==> config.mk <==
export PLATFORM = sky130hd
export DESIGN_NAME = anton_neopixel_stream_ctrl
export DESIGN_NICKNAME = d
export VERILOG_FILES = /design/src/rtl/anton_neopixel_stream_ctrl.sv
export SDC_FILE = /design/constraint.sdc
export NUM_CORES = 1
export LEC_CHECK = 0
export CORE_UTILIZATION = 50
export CTS_BUF_LIST = sky130_fd_sc_hd__clkbuf_4 sky130_fd_sc_hd__clkbuf_8
export CTS_CLUSTER_DIAMETER = 200
export CTS_CLUSTER_SIZE = 24
export DETAILED_ROUTE_END_ITERATION = 12
export DONT_BUFFER_PORTS = 1
export GPL_ROUTABILITY_DRIVEN = 0
export PLACE_DENSITY_LB_ADDON = 0.2
export SYNTH_ARGS = -nofsm -noshare
export SYNTH_HDL_FRONTEND = slang
export SYNTH_SLANG_ARGS = --single-unit
==> constraint.sdc <==
create_clock -name busClk -period 8.9 [get_ports busClk]
set_input_delay 1.335 -clock busClk [delete_from_list [all_inputs] [get_ports busClk]]
set_output_delay 1.335 -clock busClk [all_outputs]
set_load 0.02 [all_outputs]
==> src/rtl/anton_neopixel_stream_ctrl.sv <==
// anton_neopixel_stream_ctrl
//   Streams the pixel buffer held in anton_neopixel_registers out as a WS2812
//   bit stream. Bytes are read over a 1-cycle-latency port, shifted out MSB
//   first with NeoPixel high/low timing, and the frame is closed with a low
//   latch period. A one-cycle stream_sync_of pulse marks a completed frame.
//
// Ports
//   busClk, busReset          clock, synchronous active-high reset
//   reg_max                   last byte index when reg_ctrl_limit is set
//   reg_ctrl_run              start / keep streaming; dropping it aborts the frame
//   reg_ctrl_limit            use min(reg_max, BUFFER_END) as the last index
//   reg_ctrl_32bit            4 bytes per pixel, byte 3 of each group skipped
//   rdAddr, rdEn, rdData      pixel-buffer read port (data valid cycle after rdEn)
//   neoData                   serial LED line
//   stream_sync_of            1-cycle pulse in DONE after a completed frame
//   state                     1 while busy (not IDLE / DONE)
//   frameCount                completed-frame counter (optional)
//
// Optional feature
//   ANTON_NEOPIXEL_STREAM_FRAME_COUNT_EN adds the frameCount[15:0] output.

`ifndef BUFFER_END_DEFAULT
`define BUFFER_END_DEFAULT 511
`endif

module anton_neopixel_stream_ctrl #(
    parameter int BUFFER_END   = `BUFFER_END_DEFAULT,
    parameter int CYCLES_T0H   = 20,
    parameter int CYCLES_T1H   = 40,
    parameter int CYCLES_BIT   = 63,
    parameter int CYCLES_RESET = 2500,
    localparam int AW = (BUFFER_END < 1) ? 1 : $clog2(BUFFER_END + 1)
) (
    input  logic          busClk,
    input  logic          busReset,
    input  logic [12:0]   reg_max,
    input  logic          reg_ctrl_run,
    input  logic          reg_ctrl_limit,
    input  logic          reg_ctrl_32bit,
    output logic [AW-1:0] rdAddr,
    output logic          rdEn,
    input  logic [7:0]    rdData,
    output logic          neoData,
    output logic          stream_sync_of,
    output logic          state
`ifdef ANTON_NEOPIXEL_STREAM_FRAME_COUNT_EN
    ,
    output logic [15:0]   frameCount
`endif
);

    // One counter serves both bit timing and the latch period.
    localparam int CMAX = (CYCLES_RESET > CYCLES_BIT) ? CYCLES_RESET : CYCLES_BIT;
    localparam int CW   = $clog2(CMAX + 1);

    localparam logic [CW-1:0] BIT_LAST = CW'(CYCLES_BIT - 1);
    localparam logic [CW-1:0] RST_LAST = CW'(CYCLES_RESET - 1);
    localparam logic [CW-1:0] T0H_C    = CW'(CYCLES_T0H);
    localparam logic [CW-1:0] T1H_C    = CW'(CYCLES_T1H);
    localparam logic [13:0]   BE14     = 14'(BUFFER_END);

    typedef enum logic [2:0] {
        S_IDLE, S_FETCH, S_LOAD, S_BIT, S_LATCH, S_DONE
    } fsm_t;

    fsm_t          fsm;
    logic [7:0]    shreg;
    logic [2:0]    bit_cnt;
    logic [CW-1:0] cnt;
    logic [13:0]   last_idx;   // frame-constant last byte index
    logic          mode32;     // frame-constant 32-bit layout flag
    logic          stop_req;   // run seen low at some point in this bit/fetch
    logic          aborted;
    logic          dead;       // blocks run sampling in the first IDLE after DONE

    logic [13:0]   cur_addr;
    logic [13:0]   next_addr;
    logic [13:0]   max_ext;
    logic [13:0]   last_sel;
    logic [CW-1:0] th_cur;
    logic [CW-1:0] cnt_inc;

    always_comb begin
        cur_addr  = 14'(rdAddr);
        // In 32-bit mode byte 2 of a group jumps over channel 3.
        next_addr = cur_addr + ((mode32 && cur_addr[1:0] == 2'd2) ? 14'd2 : 14'd1);
        max_ext   = {1'b0, reg_max};
        last_sel  = (reg_ctrl_limit && (max_ext < BE14)) ? max_ext : BE14;
        th_cur    = shreg[7] ? T1H_C : T0H_C;
        cnt_inc   = cnt + 1'b1;
    end

    always_ff @(posedge busClk) begin
        if (busReset) begin
            fsm            <= S_IDLE;
            rdAddr         <= '0;
            rdEn           <= 1'b0;
            neoData        <= 1'b0;
            stream_sync_of <= 1'b0;
            state          <= 1'b0;
            shreg          <= '0;
            bit_cnt        <= '0;
            cnt            <= '0;
            last_idx       <= '0;
            mode32         <= 1'b0;
            stop_req       <= 1'b0;
            aborted        <= 1'b0;
            dead           <= 1'b0;
`ifdef ANTON_NEOPIXEL_STREAM_FRAME_COUNT_EN
            frameCount     <= '0;
`endif
        end else begin
            rdEn           <= 1'b0;
            stream_sync_of <= 1'b0;
            case (fsm)
                S_IDLE: begin
                    if (dead) begin
                        dead <= 1'b0;
                    end else if (reg_ctrl_run) begin
                        rdAddr   <= '0;
                        last_idx <= last_sel;
                        mode32   <= reg_ctrl_32bit;
                        stop_req <= 1'b0;
                        aborted  <= 1'b0;
                        rdEn     <= 1'b1;
                        state    <= 1'b1;
                        fsm      <= S_FETCH;
                    end
                end
                S_FETCH: begin
                    stop_req <= stop_req | ~reg_ctrl_run;
                    fsm      <= S_LOAD;
                end
                S_LOAD: begin
                    stop_req <= stop_req | ~reg_ctrl_run;
                    shreg    <= rdData;
                    bit_cnt  <= 3'd7;
                    cnt      <= '0;
                    neoData  <= 1'b1;   // every bit period opens high
                    fsm      <= S_BIT;
                end
                S_BIT: begin
                    if (cnt != BIT_LAST) begin
                        stop_req <= stop_req | ~reg_ctrl_run;
                        cnt      <= cnt_inc;
                        neoData  <= (cnt_inc < th_cur);
                    end else begin
                        cnt      <= '0;
                        shreg    <= {shreg[6:0], 1'b0};
                        stop_req <= 1'b0;
                        if (stop_req || !reg_ctrl_run) begin
                            neoData <= 1'b0;
                            aborted <= 1'b1;
                            fsm     <= S_LATCH;
                        end else if (bit_cnt != 3'd0) begin
                            bit_cnt <= bit_cnt - 3'd1;
                            neoData <= 1'b1;
                        end else if (next_addr > last_idx) begin
                            neoData <= 1'b0;
                            fsm     <= S_LATCH;
                        end else begin
                            rdAddr  <= next_addr[AW-1:0];
                            rdEn    <= 1'b1;
                            neoData <= 1'b0;
                            fsm     <= S_FETCH;
                        end
                    end
                end
                S_LATCH: begin
                    if (cnt == RST_LAST) begin
                        cnt            <= '0;
                        state          <= 1'b0;
                        stream_sync_of <= ~aborted;
`ifdef ANTON_NEOPIXEL_STREAM_FRAME_COUNT_EN
                        if (!aborted) frameCount <= frameCount + 16'd1;
`endif
                        fsm            <= S_DONE;
                    end else begin
                        cnt <= cnt_inc;
                    end
                end
                S_DONE: begin
                    dead <= 1'b1;
                    fsm  <= S_IDLE;
                end
                default: begin
                    state <= 1'b0;
                    fsm   <= S_IDLE;
                end
            endcase
        end
    end

endmodule

==> impl_metrics.yaml, run 1 <==
placed_design:
  io_buffer_count: 0
  dpl.hpwl_um: 5220
  detailedPlace.worstSlack_ns: 4.98
global_routing:
  grt_use_met3: 0.0400
  grt_start_max_net_pins: 42
  grt_use_total: 0.231
  grt_pass1_vias: 2509
  most_used_routing_layer_in_global_routing: "met2"
  grt_overflow_total: 0
  grtUsageMet1: 0.330
  grt_pass1_wl_um: 11900
  met2_usage: 0.348
  grt_antenna_before_repair: 0
route:
  iteration_0_drc_count_of_the_detailed_router: 171
  drc_violation_count_after_routing: 0
  detail_route.first_pass.iterations: 5
  via_per_inst: 6.27
  routed_wire_length_per_instance_um: 15.9
  route.antenna.remaining_nets: 0
  dr_total_vias: 2864
  route.final.wire_length_um: 7270
sta:
  achievable-frequency_mhz: 254
  finalSetupViolCount: 0
  timing.final.hold_violations: 0
  setup_ws_ns: 4.96
  rsz0062_at_grt: "no"
  finalMaxSlewViolations: 0
  max-slew-margin-rel: 0.366
  period_share: 0.443
  worst-slew-pin-transition_ns: 0.949
  timing.final.crit_period_ns: 3.94
  worst_case_clock_skew_ns: 0.0118
  final.setup.tns_ns: 0
die:
  vert_die_dim_um: 82.0
  floorplan.die.width_um: 82.0
  floorplan.rows: 28
  area_of_the_core_um2: 6060
  dieArea_um2: 6730
  num_ports: 39
  initial_core_util: 0.528
layout:
  final_nets: 426
  fill_cells: 591
  regArea_um2: 1120
  proportion_of_layout_cells_with_a_drive_suffix_above_1: 0.0707
  n_antenna_cell: 0
  multi_input_area_um2: 1890
  layout-area-overhead-vs-synth_pct: 3.01
  final_util: 0.544
synth:
  synth-seq-area-share: 0.350
  mappedNetlistNets: 440
  synth-async-reset-ratio: 0
  ys_warn_count: 0
  synth_cells: 395
  synthSimpleGateAreaFrac: 0.246
  synthXorXnorAreaFrac: 0.0356
  synth-seq-cells: 56
  synth_top_area_share: 0.350
  post_synth_instance_area_um2: 3200
  synth_compound_gate_area_share: 0.229
  post_synth_edffs: 0
  yosys.area_share.adder: 0.0742
  synth.distinct_cells: 59
  dominant_combinational_cell_family_by_area_after_synthesis: "simple AND/OR/NAND/NOR gates"
  postSynth.topFlopCell: "dfxtp_1"
  yosysTopAreaCell: "dfxtp_1"
  syn_area_per_cell_um2: 8.11
  mux_contribution_to_synthesized_area: 0.00625
  synthTopCellsByArea: "dfxtp_1 35%, ha_1 7.4%, nand2_1 5.4%, a21oi_1 4.1%, nor2_1 4.0%"
worst_setup_path:
  largest_delay_contributor_family_on_the_critical_path: "simple AND/OR/NAND/NOR gates"
  worst_setup_path_end_kind: "register"
  crit_path_max_fanout: 9
  count_of_cell_instances_traversed_by_the_critical_path: 15
  max_stage_delay_ns: 0.52
  path_cells: "nand2_1 -> or2_2 -> inv_1 -> ha_1 -> a21oi_1 -> or3_1 -> nor2_1 -> and3_1 -> ha_1 -> a21oi_1 -> o211ai_1 -> or4_1 -> and3_1 -> o311ai_1 -> o41ai_1"
  timing.setup.critical_path_class: "reg -> reg"
  critPathLaunchType: "register"
  rr_worst_depth: 15
  path_buf_inv: 1
  worst_ep_arrival_time_ns: 4.15
  cp_slowest_cell: "dfxtp_1"
  r2r_slack_ns: 4.96
  timing.critical_path.required_ns: 9.10
cts:
  cts.hold.buffers_added: 0
  clockRootBuffer: "clkbuf_8"
  postCtsSetupRepairBufs: 0
  ctsHtreeMaxLevel: 2
  clock_insertion_delay_worst_skew_ns: 0.32
  post_cts.resized_instances: 0
  worst_setup_hold_path_clk_slew_ns: 0.10
  cts_buffer_depth: 2
  sinks_on_clock_net: 56
  tritoncts.num_buffers: 5
  tritoncts: "yes"
power_and_ir_drop:
  power.static_leakage_nw: 1.23
  worst_ir_drop_vdd_mv: 0.0950
  internal-power_w: 0.000363
  switchingPower_w: 0.000171
  power.share.sequential: 0.538
  power.switching_fraction: 0.320
  power.share.combinational: 0.189
  power_per_cell_area_nw_per_um2: 162
  share_clk_of_total_power: 0.274
status:
  outcome: "completed"
flow_run:
  maxCapViolCount: 0
min_path:
  worst_hold_path_type: "reg -> reg"
  hold_depth: 1
-- stage by stage --
stage          cell area (um^2)  std cells  total power (W)  hold WS, ns
2_1_floorplan              3200        395         0.000372        0.399
3_3_place_gp               3210        449         0.000389        0.444
3_5_place_dp               3210        449         0.000392        0.436
4_1_cts                    3300        457         0.000535        0.470
5_1_grt                    3300        457         0.000560        0.489
6_report                   3300        457         0.000533        0.468
-- state kept, by name, summed over array words and instances (netlist names), 3 cells and up --
name / cells
bit_cnt: 3
cnt: 12
fsm: 3
last_idx: 13
rdAddr: 9
shreg: 8
-- final timing paths --
| kind | startpoint | to |
|---|---|---|
| min reg2reg | bit_cnt[0] | bit_cnt[0] |
| max | rdAddr[1] | rdAddr[8] |
| min | bit_cnt[0] | bit_cnt[0] |
| max reg2reg | rdAddr[1] | rdAddr[8] |
-- worst register-to-register path, stage by stage (launching register included) --
cell	delay, ns
dfxtp_1	0.52
nand2_1	0.07
or2_2	0.29
inv_1	0.07
ha_1	0.17
a21oi_1	0.06
or3_1	0.39
nor2_1	0.28
and3_1	0.20
ha_1	0.25
a21oi_1	0.23
o211ai_1	0.13
or4_1	0.43
and3_1	0.31
o311ai_1	0.31
o41ai_1	0.11
-- power groups by stage --
stage                     clock, W  combinational [W]  sequential [W]
after floorplan                  0          0.0000861        0.000286
after global placement           0          0.0000969        0.000292
after detailed placement         0          0.0000992        0.000292
after CTS                 0.000149          0.0000999        0.000287
after global routing      0.000157           0.000114        0.000289
final                     0.000146           0.000101        0.000287
-- cell usage after synthesis, types with 2 or more instances --
master,instances
a211oi_1,5
a21boi_0,2
a21o_1,4
a21oi_1,26
a22oi_1,3
a311oi_1,13
a31oi_1,3
a41oi_1,2
and2_1,5
and3_1,6
buf_2,2
clkbuf_1,16
dfxtp_1,56
ha_1,19
inv_1,23
mux2i_1,2
nand2_1,46
nand2b_1,5
nand3_1,18
nand4_1,3
nor2_1,34
nor2b_1,3
nor3_1,11
nor4_1,5
nor4b_1,2
o211ai_1,5
o21ai_0,14
o21ai_1,2
o221a_2,9
o311ai_1,4
o32ai_1,3
or2_2,2
or3_1,4
or4_1,2
xnor2_1,8
xor2_1,5
-- area by class of cell --
type | count | area share
multi-input cells | 293 | 0.574
flip-flops and latches | 56 | 0.340
well taps | 75 | 0.0285
inverters | 24 | 0.0273
clock buffers | 5 | 0.0209
clock inverters | 3 | 0.00721
repair buffers | 1 | 0.00228
-- metal layers --
layer | vias up | wire length, um
met3 | 7 | 429
li1 | 1415 | -
met4 | 0 | 95
met2 | 82 | 3200
met1 | 1360 | 3550
met5 | - | 0
-- cell families (layout without fill, tap and decap cells) --
kind of cell	Yosys count	count (layout)
adder cells (fa/ha/maj)	19	19
XOR/XNOR	13	13
flip-flops	56	56
AO/OA/AOI/OAI	103	103
multiplexers	2	2
buffers and inverters	46	33
AND/OR/NAND/NOR	156	156
-- cells in the final DEF (no fill, tap or decap), types with 4 or more instances in the layout --
master	count
dfxtp_1	56
inv_1	23
o221a_2	9
a311oi_1	13
xnor2_1	8
nand2b_1	5
and3_1	6
a21oi_1	26
nand2_1	46
nor2_1	34
o21ai_0	14
clkbuf_8	5
ha_1	19
a21o_1	4
xor2_1	5
nand3_1	18
o311ai_1	4
o211ai_1	5
and2_1	5
nor4_1	5
nor3_1	11
or3_1	4
a211oi_1	5
No activity file was read; power rests on OpenSTA's default activity.
==> run 2: changes to the inputs <==
==> constraint.sdc (replaced) <==
create_clock -name busClk -period 3.45 [get_ports busClk]
set_input_delay 0.5175 -clock busClk [delete_from_list [all_inputs] [get_ports busClk]]
set_output_delay 0.5175 -clock busClk [all_outputs]
set_load 0.02 [all_outputs]
==> impl_metrics.yaml, run 2 (synthesis gave the netlist of run 1 again) <==
power_and_ir_drop:
  power_per_cell_area_nw_per_um2: 399
  power.static_leakage_nw: 1.34
  worst_ir_drop_vdd_mv: 0.212
global_routing:
  grt_pass1_vias: 2455
  grt_overflow_total: 0
  grt_start_max_net_pins: 42
  grt_pass1_wl_um: 11800
  grt_use_total: 0.226
  grt_antenna_before_repair: 0
layout:
  layout.cells.most_common: "dfxtp_1"
  final_util: 0.592
  n_antenna_cell: 0
  fill_cells: 560
  largest_register_ffs: 13
  largest_register: "last_idx"
  layout_common_cells: "53 x dfxtp_1, 46 x nand2_1, 33 x nor2_1"
  finish.cell_count_without_fillers: 473
  proportion_of_layout_cells_with_a_drive_suffix_above_1: 0.171
  layout-area-overhead-vs-synth_pct: 12.1
  stdcell_area_um2: 3590
  reg_top3: "last_idx: 13 flops, cnt: 12 flops, rdAddr: 9 flops"
  final_nets: 442
sta:
  worst-slew-pin-transition_ns: 0.712
  finalMaxSlewViolations: 0
  finalSetupViolCount: 0
  timing.final.crit_period_ns: 3.30
  final.setup.tns_ns: 0
  worst_case_clock_skew_ns: 0.00769
  timing.final.hold_violations: 0
  final.hold.worst_slack_ns: 0.268
  achievable-frequency_mhz: 303
  period_share: 0.955
  max-slew-margin-rel: 0.525
worst_setup_path:
  max_stage_delay_ns: 0.47
  crit_path_max_fanout: 5
  cp_slowest_cell: "or4_4"
  worst_ep_arrival_time_ns: 3.49
  worst_setup_path_end_kind: "register"
  critPathLaunchType: "register"
  timing.critical_path.required_ns: 3.64
  timing.setup.critical_path_class: "reg -> reg"
  path_cells: "nand2_1 -> or2_4 -> inv_2 -> ha_4 -> a21oi_2 -> or3_4 -> nor2_4 -> and3_1 -> ha_4 -> a21oi_2 -> o211ai_1 -> or4_4 -> and3_4 -> o311ai_4 -> o41ai_2"
die:
  vert_die_dim_um: 82.0
  dieArea_um2: 6730
  floorplan.rows: 28
  area_of_the_core_um2: 6060
  floorplan.die.width_um: 82.0
  initial_core_util: 0.528
  num_ports: 39
placed_design:
  io_buffer_count: 0
  dpl.hpwl_um: 5220
  detailed_place.area_um2: 3310
  numPlacedInstances: 462
route:
  detail_route.first_pass.iterations: 4
  route.final.wire_length_um: 7690
  drc_violation_count_after_routing: 0
  routed_wire_length_per_instance_um: 16.3
  route.antenna.remaining_nets: 0
  dr_total_vias: 2865
  iteration_0_drc_count_of_the_detailed_router: 168
  via_per_inst: 6.06
status:
  outcome: "completed"
cts:
  worst_setup_hold_path_clk_slew_ns: 0.10
  cts_buffer_depth: 2
  ctsHtreeMaxLevel: 2
  cts.hold.buffers_added: 0
  clock_insertion_delay_worst_skew_ns: 0.31
  tritoncts: "yes"
  sinks_on_clock_net: 56
  tritoncts.num_buffers: 5
  clockRootBuffer: "clkbuf_8"
flow_run:
  maxCapViolCount: 0
min_path:
  worst_hold_path_type: "in -> reg"
[run 2: worst paths after layout]
path	start	end	slack [ns]	cells past startpoint
max	rdAddr[1]	rdAddr[8]	0.15	15
min	busReset	cnt[1]	0.27	1
max reg2reg	rdAddr[1]	rdAddr[8]	0.15	15
min reg2reg	last_idx[11]	last_idx[11]	0.47	1
[run 2: final cells by class]
cell class | instances | area, um^2 | share of cell area
sequential | 56 | 1120 | 0.313
multi-input combinational | 294 | 2060 | 0.575
timing repair buffer | 16 | 120 | 0.0335
inverter | 24 | 90.1 | 0.0251
clock buffer | 8 | 97.6 | 0.0272
tap | 75 | 93.8 | 0.0261
[run 2: stage by stage]
stage	power, W	worst slack [ns]
after floorplan	0.000959	0.0234
after global placement	0.00101	0.0627
after detailed placement	0.00102	-0.101
after CTS	0.00141	0.0284
after global routing	0.00151	-0.0162
final	0.00143	0.154
[run 2: report_power, final]
group	internal, W	switching (W)	leakage [nW]
logic	0.000118	0.000183	0.829
registers	0.000693	0.0000468	0.458
clock network	0.000180	0.000212	0.0523
[run 2: per-layer routing]
layer	track usage	routed length, um
met4	0.0649	110
met5	0	0
met3	0.0467	498
met1	0.327	3690
met2	0.336	3390
[run 2: worst max-delay path: cells and delay by family, from the launching register on]
| family | cells | cell delay [ns] |
|---|---|---|
| AND/OR/NAND/NOR | 7 | 1.70 |
| adder cells (fa/ha/maj) | 2 | 0.35 |
| flip-flops | 1 | 0.34 |
| buffers and inverters | 1 | 0.07 |
| AO/OA/AOI/OAI | 5 | 0.72 |
[run 2: timing repair]
item	4_1_cts	5_1_grt
buffers inserted	0	2
cloned	0	1
endpoints found under the setup margin	6	8
pin swaps	0	3
gates resized for setup	6	21
endpoints found under the hold margin	0	0
==> run 3: changes to the inputs <==
--- a/config.mk
+++ b/config.mk
@@ -13,6 +13,8 @@
 export DONT_BUFFER_PORTS = 1
 export GPL_ROUTABILITY_DRIVEN = 0
 export PLACE_DENSITY_LB_ADDON = 0.2
+export RECOVER_POWER = 50
+export REMOVE_ABC_BUFFERS = 1
 export SYNTH_ARGS = -nofsm -noshare
 export SYNTH_HDL_FRONTEND = slang
 export SYNTH_SLANG_ARGS = --single-unit
==> impl_metrics.yaml, run 3 (synthesis gave the netlist of run 1 again) <==
status:
  outcome: "completed"
worst_setup_path:
  crit_path_max_fanout: 8
  worst_ep_arrival_time_ns: 3.54
  timing.setup.critical_path_class: "reg -> reg"
  worst_setup_path_end_kind: "register"
  cp_slowest_cell: "or3_4"
  largest_delay_contributor_family_on_the_critical_path: "simple AND/OR/NAND/NOR gates"
  timing.critical_path.required_ns: 3.65
  path_buf_inv: 3
  path_cells: "nand2_1 -> or2_4 -> inv_2 -> ha_4 -> a21oi_1 -> or3_4 -> buf_6 -> xnor2_1 -> ha_1 -> nand4_1 -> buf_4 -> o31a_1 -> a21o_1 -> and3_4 -> o311ai_2 -> o41ai_1"
  max_stage_delay_ns: 0.42
  critPathLaunchType: "register"
placed_design:
  detailed_place.area_um2: 3330
  dpl.hpwl_um: 5300
  detailedPlace.worstSlack_ns: -0.139
  io_buffer_count: 0
  numPlacedInstances: 466
die:
  dieArea_um2: 6730
  initial_core_util: 0.528
  area_of_the_core_um2: 6060
  vert_die_dim_um: 82.0
  floorplan.die.width_um: 82.0
  num_ports: 39
  floorplan.rows: 28
power_and_ir_drop:
  power.share.combinational: 0.197
  switchingPower_w: 0.000449
  power_per_cell_area_nw_per_um2: 433
  worst_ir_drop_vdd_mv: 0.282
  internal-power_w: 0.00111
  share_clk_of_total_power: 0.327
  power.static_leakage_nw: 1.34
  power.switching_fraction: 0.289
  power.share.sequential: 0.475
  post-layout-total-power_w: 0.00156
layout:
  final_util: 0.592
  proportion_of_layout_cells_with_a_drive_suffix_above_1: 0.152
  layout.cells.most_common: "dfxtp_1"
  layout-area-overhead-vs-synth_pct: 12.1
  n_antenna_cell: 0
  layout_common_cells: "54 x dfxtp_1, 46 x nand2_1, 33 x nor2_1"
  largest_register_ffs: 13
  reg_top3: "last_idx: 13 flops, cnt: 12 flops, rdAddr: 9 flops"
  finish.cell_count_without_fillers: 477
  stdcell_area_um2: 3590
  fill_cells: 579
  final_nets: 447
  largest_register: "last_idx"
sta:
  worst_case_clock_skew_ns: 0.00539
  worst-slew-pin-transition_ns: 0.966
  period_share: 0.969
  timing.final.hold_violations: 0
  max-slew-margin-rel: 0.351
  timing.final.crit_period_ns: 3.34
  finalSetupViolCount: 0
  achievable-frequency_mhz: 299
  finalMaxSlewViolations: 0
  setup_ws_ns: 0.108
  rsz0062_at_grt: "no"
route:
  routed_wire_length_per_instance_um: 16.4
  dr_total_vias: 2901
  via_per_inst: 6.08
  drc_violation_count_after_routing: 0
  detail_route.first_pass.iterations: 4
  route.antenna.remaining_nets: 0
  route.final.wire_length_um: 7820
  iteration_0_drc_count_of_the_detailed_router: 151
cts:
  cts_buffer_depth: 2
  ctsHtreeMaxLevel: 2
  tritoncts.num_buffers: 5
  tritoncts: "yes"
  clock_insertion_delay_worst_skew_ns: 0.32
  clockRootBuffer: "clkbuf_8"
  sinks_on_clock_net: 56
  worst_setup_hold_path_clk_slew_ns: 0.10
global_routing:
  grt_pass1_vias: 2625
  grt_overflow_total: 0
  grt_start_max_net_pins: 42
  grt_pass1_wl_um: 12400
  grt_use_total: 0.241
  grt_antenna_before_repair: 0
flow_run:
  maxCapViolCount: 0
min_path:
  worst_hold_path_type: "in -> reg"
## run 3: cell count changes in the layout (fill, tap and decap cells not counted), sizes merged
cell    previous run  this run
and3               7         6
bufinv             0         2
clkbuf             8        11
## run 3: power by group through the flow
| stage | combinational [W] | sequential (W) | clock (W) |
|---|---|---|---|
| floorplan | 0.000200 | 0.000743 | 0 |
| finish | 0.000307 | 0.000739 | 0.000509 |
| global route | 0.000341 | 0.000747 | 0.000544 |
| CTS | 0.000284 | 0.000739 | 0.000514 |
| detailed placement | 0.000278 | 0.000754 | 0 |
| global placement | 0.000272 | 0.000752 | 0 |
## run 3: path summary, 6_finish.rpt
path / startpoint / to / slack [ns] / cells past startpoint
setup / recovery: rdAddr[1] / rdAddr[8] / 0.11 / 16
hold / removal: busReset / cnt[7] / 0.26 / 1
hold reg to reg: bit_cnt[0] / bit_cnt[0] / 0.46 / 1
setup reg to reg: rdAddr[1] / rdAddr[8] / 0.11 / 16
## run 3: worst reg2reg max path, stage by stage, from the launching register on
cell	delay, ns
dfxtp_2	0.34
nand2_1	0.04
or2_4	0.23
inv_2	0.07
ha_4	0.12
a21oi_1	0.06
or3_4	0.42
buf_6	0.13
xnor2_1	0.11
ha_1	0.33
nand4_1	0.11
buf_4	0.16
o31a_1	0.31
a21o_1	0.21
and3_4	0.23
o311ai_2	0.24
o41ai_1	0.11
## run 3: layer usage
layer  part of all wire  track usage  routed length, um
met1               0.49        0.338               3830
met2               0.43        0.364               3370
met3              0.059       0.0444                465
met4              0.019       0.0860                150
met5                  0            0                  0
## run 3: what timing repair did
action / 4_1_cts / 5_1_grt
resized for setup: 6 / 25
hold buffers: 0 / 0
setup buffers: 0 / 4
pin swaps: 0 / 10
hold endpoints to repair: 0 / 0
setup endpoints to repair: 10 / 10
## run 3: metrics by stage
stage	TNS, ns	hold WS, ns
after floorplan	-0.326	0.399
after global placement	-0.000467	0.435
after detailed placement	-0.664	0.446
after CTS	0	0.253
after global routing	0	0.247
final	0	0.258
## run 3: final cells by class
cell class | instances | area [um^2] | area share
clock buffer | 5 | 68.8 | 0.0192
clock inverter | 2 | 60.1 | 0.0167
inverter | 24 | 90.1 | 0.0251
multi-input combinational | 293 | 2010 | 0.559
sequential | 56 | 1120 | 0.313
tap | 75 | 93.8 | 0.0262
timing repair buffer | 22 | 146 | 0.0408
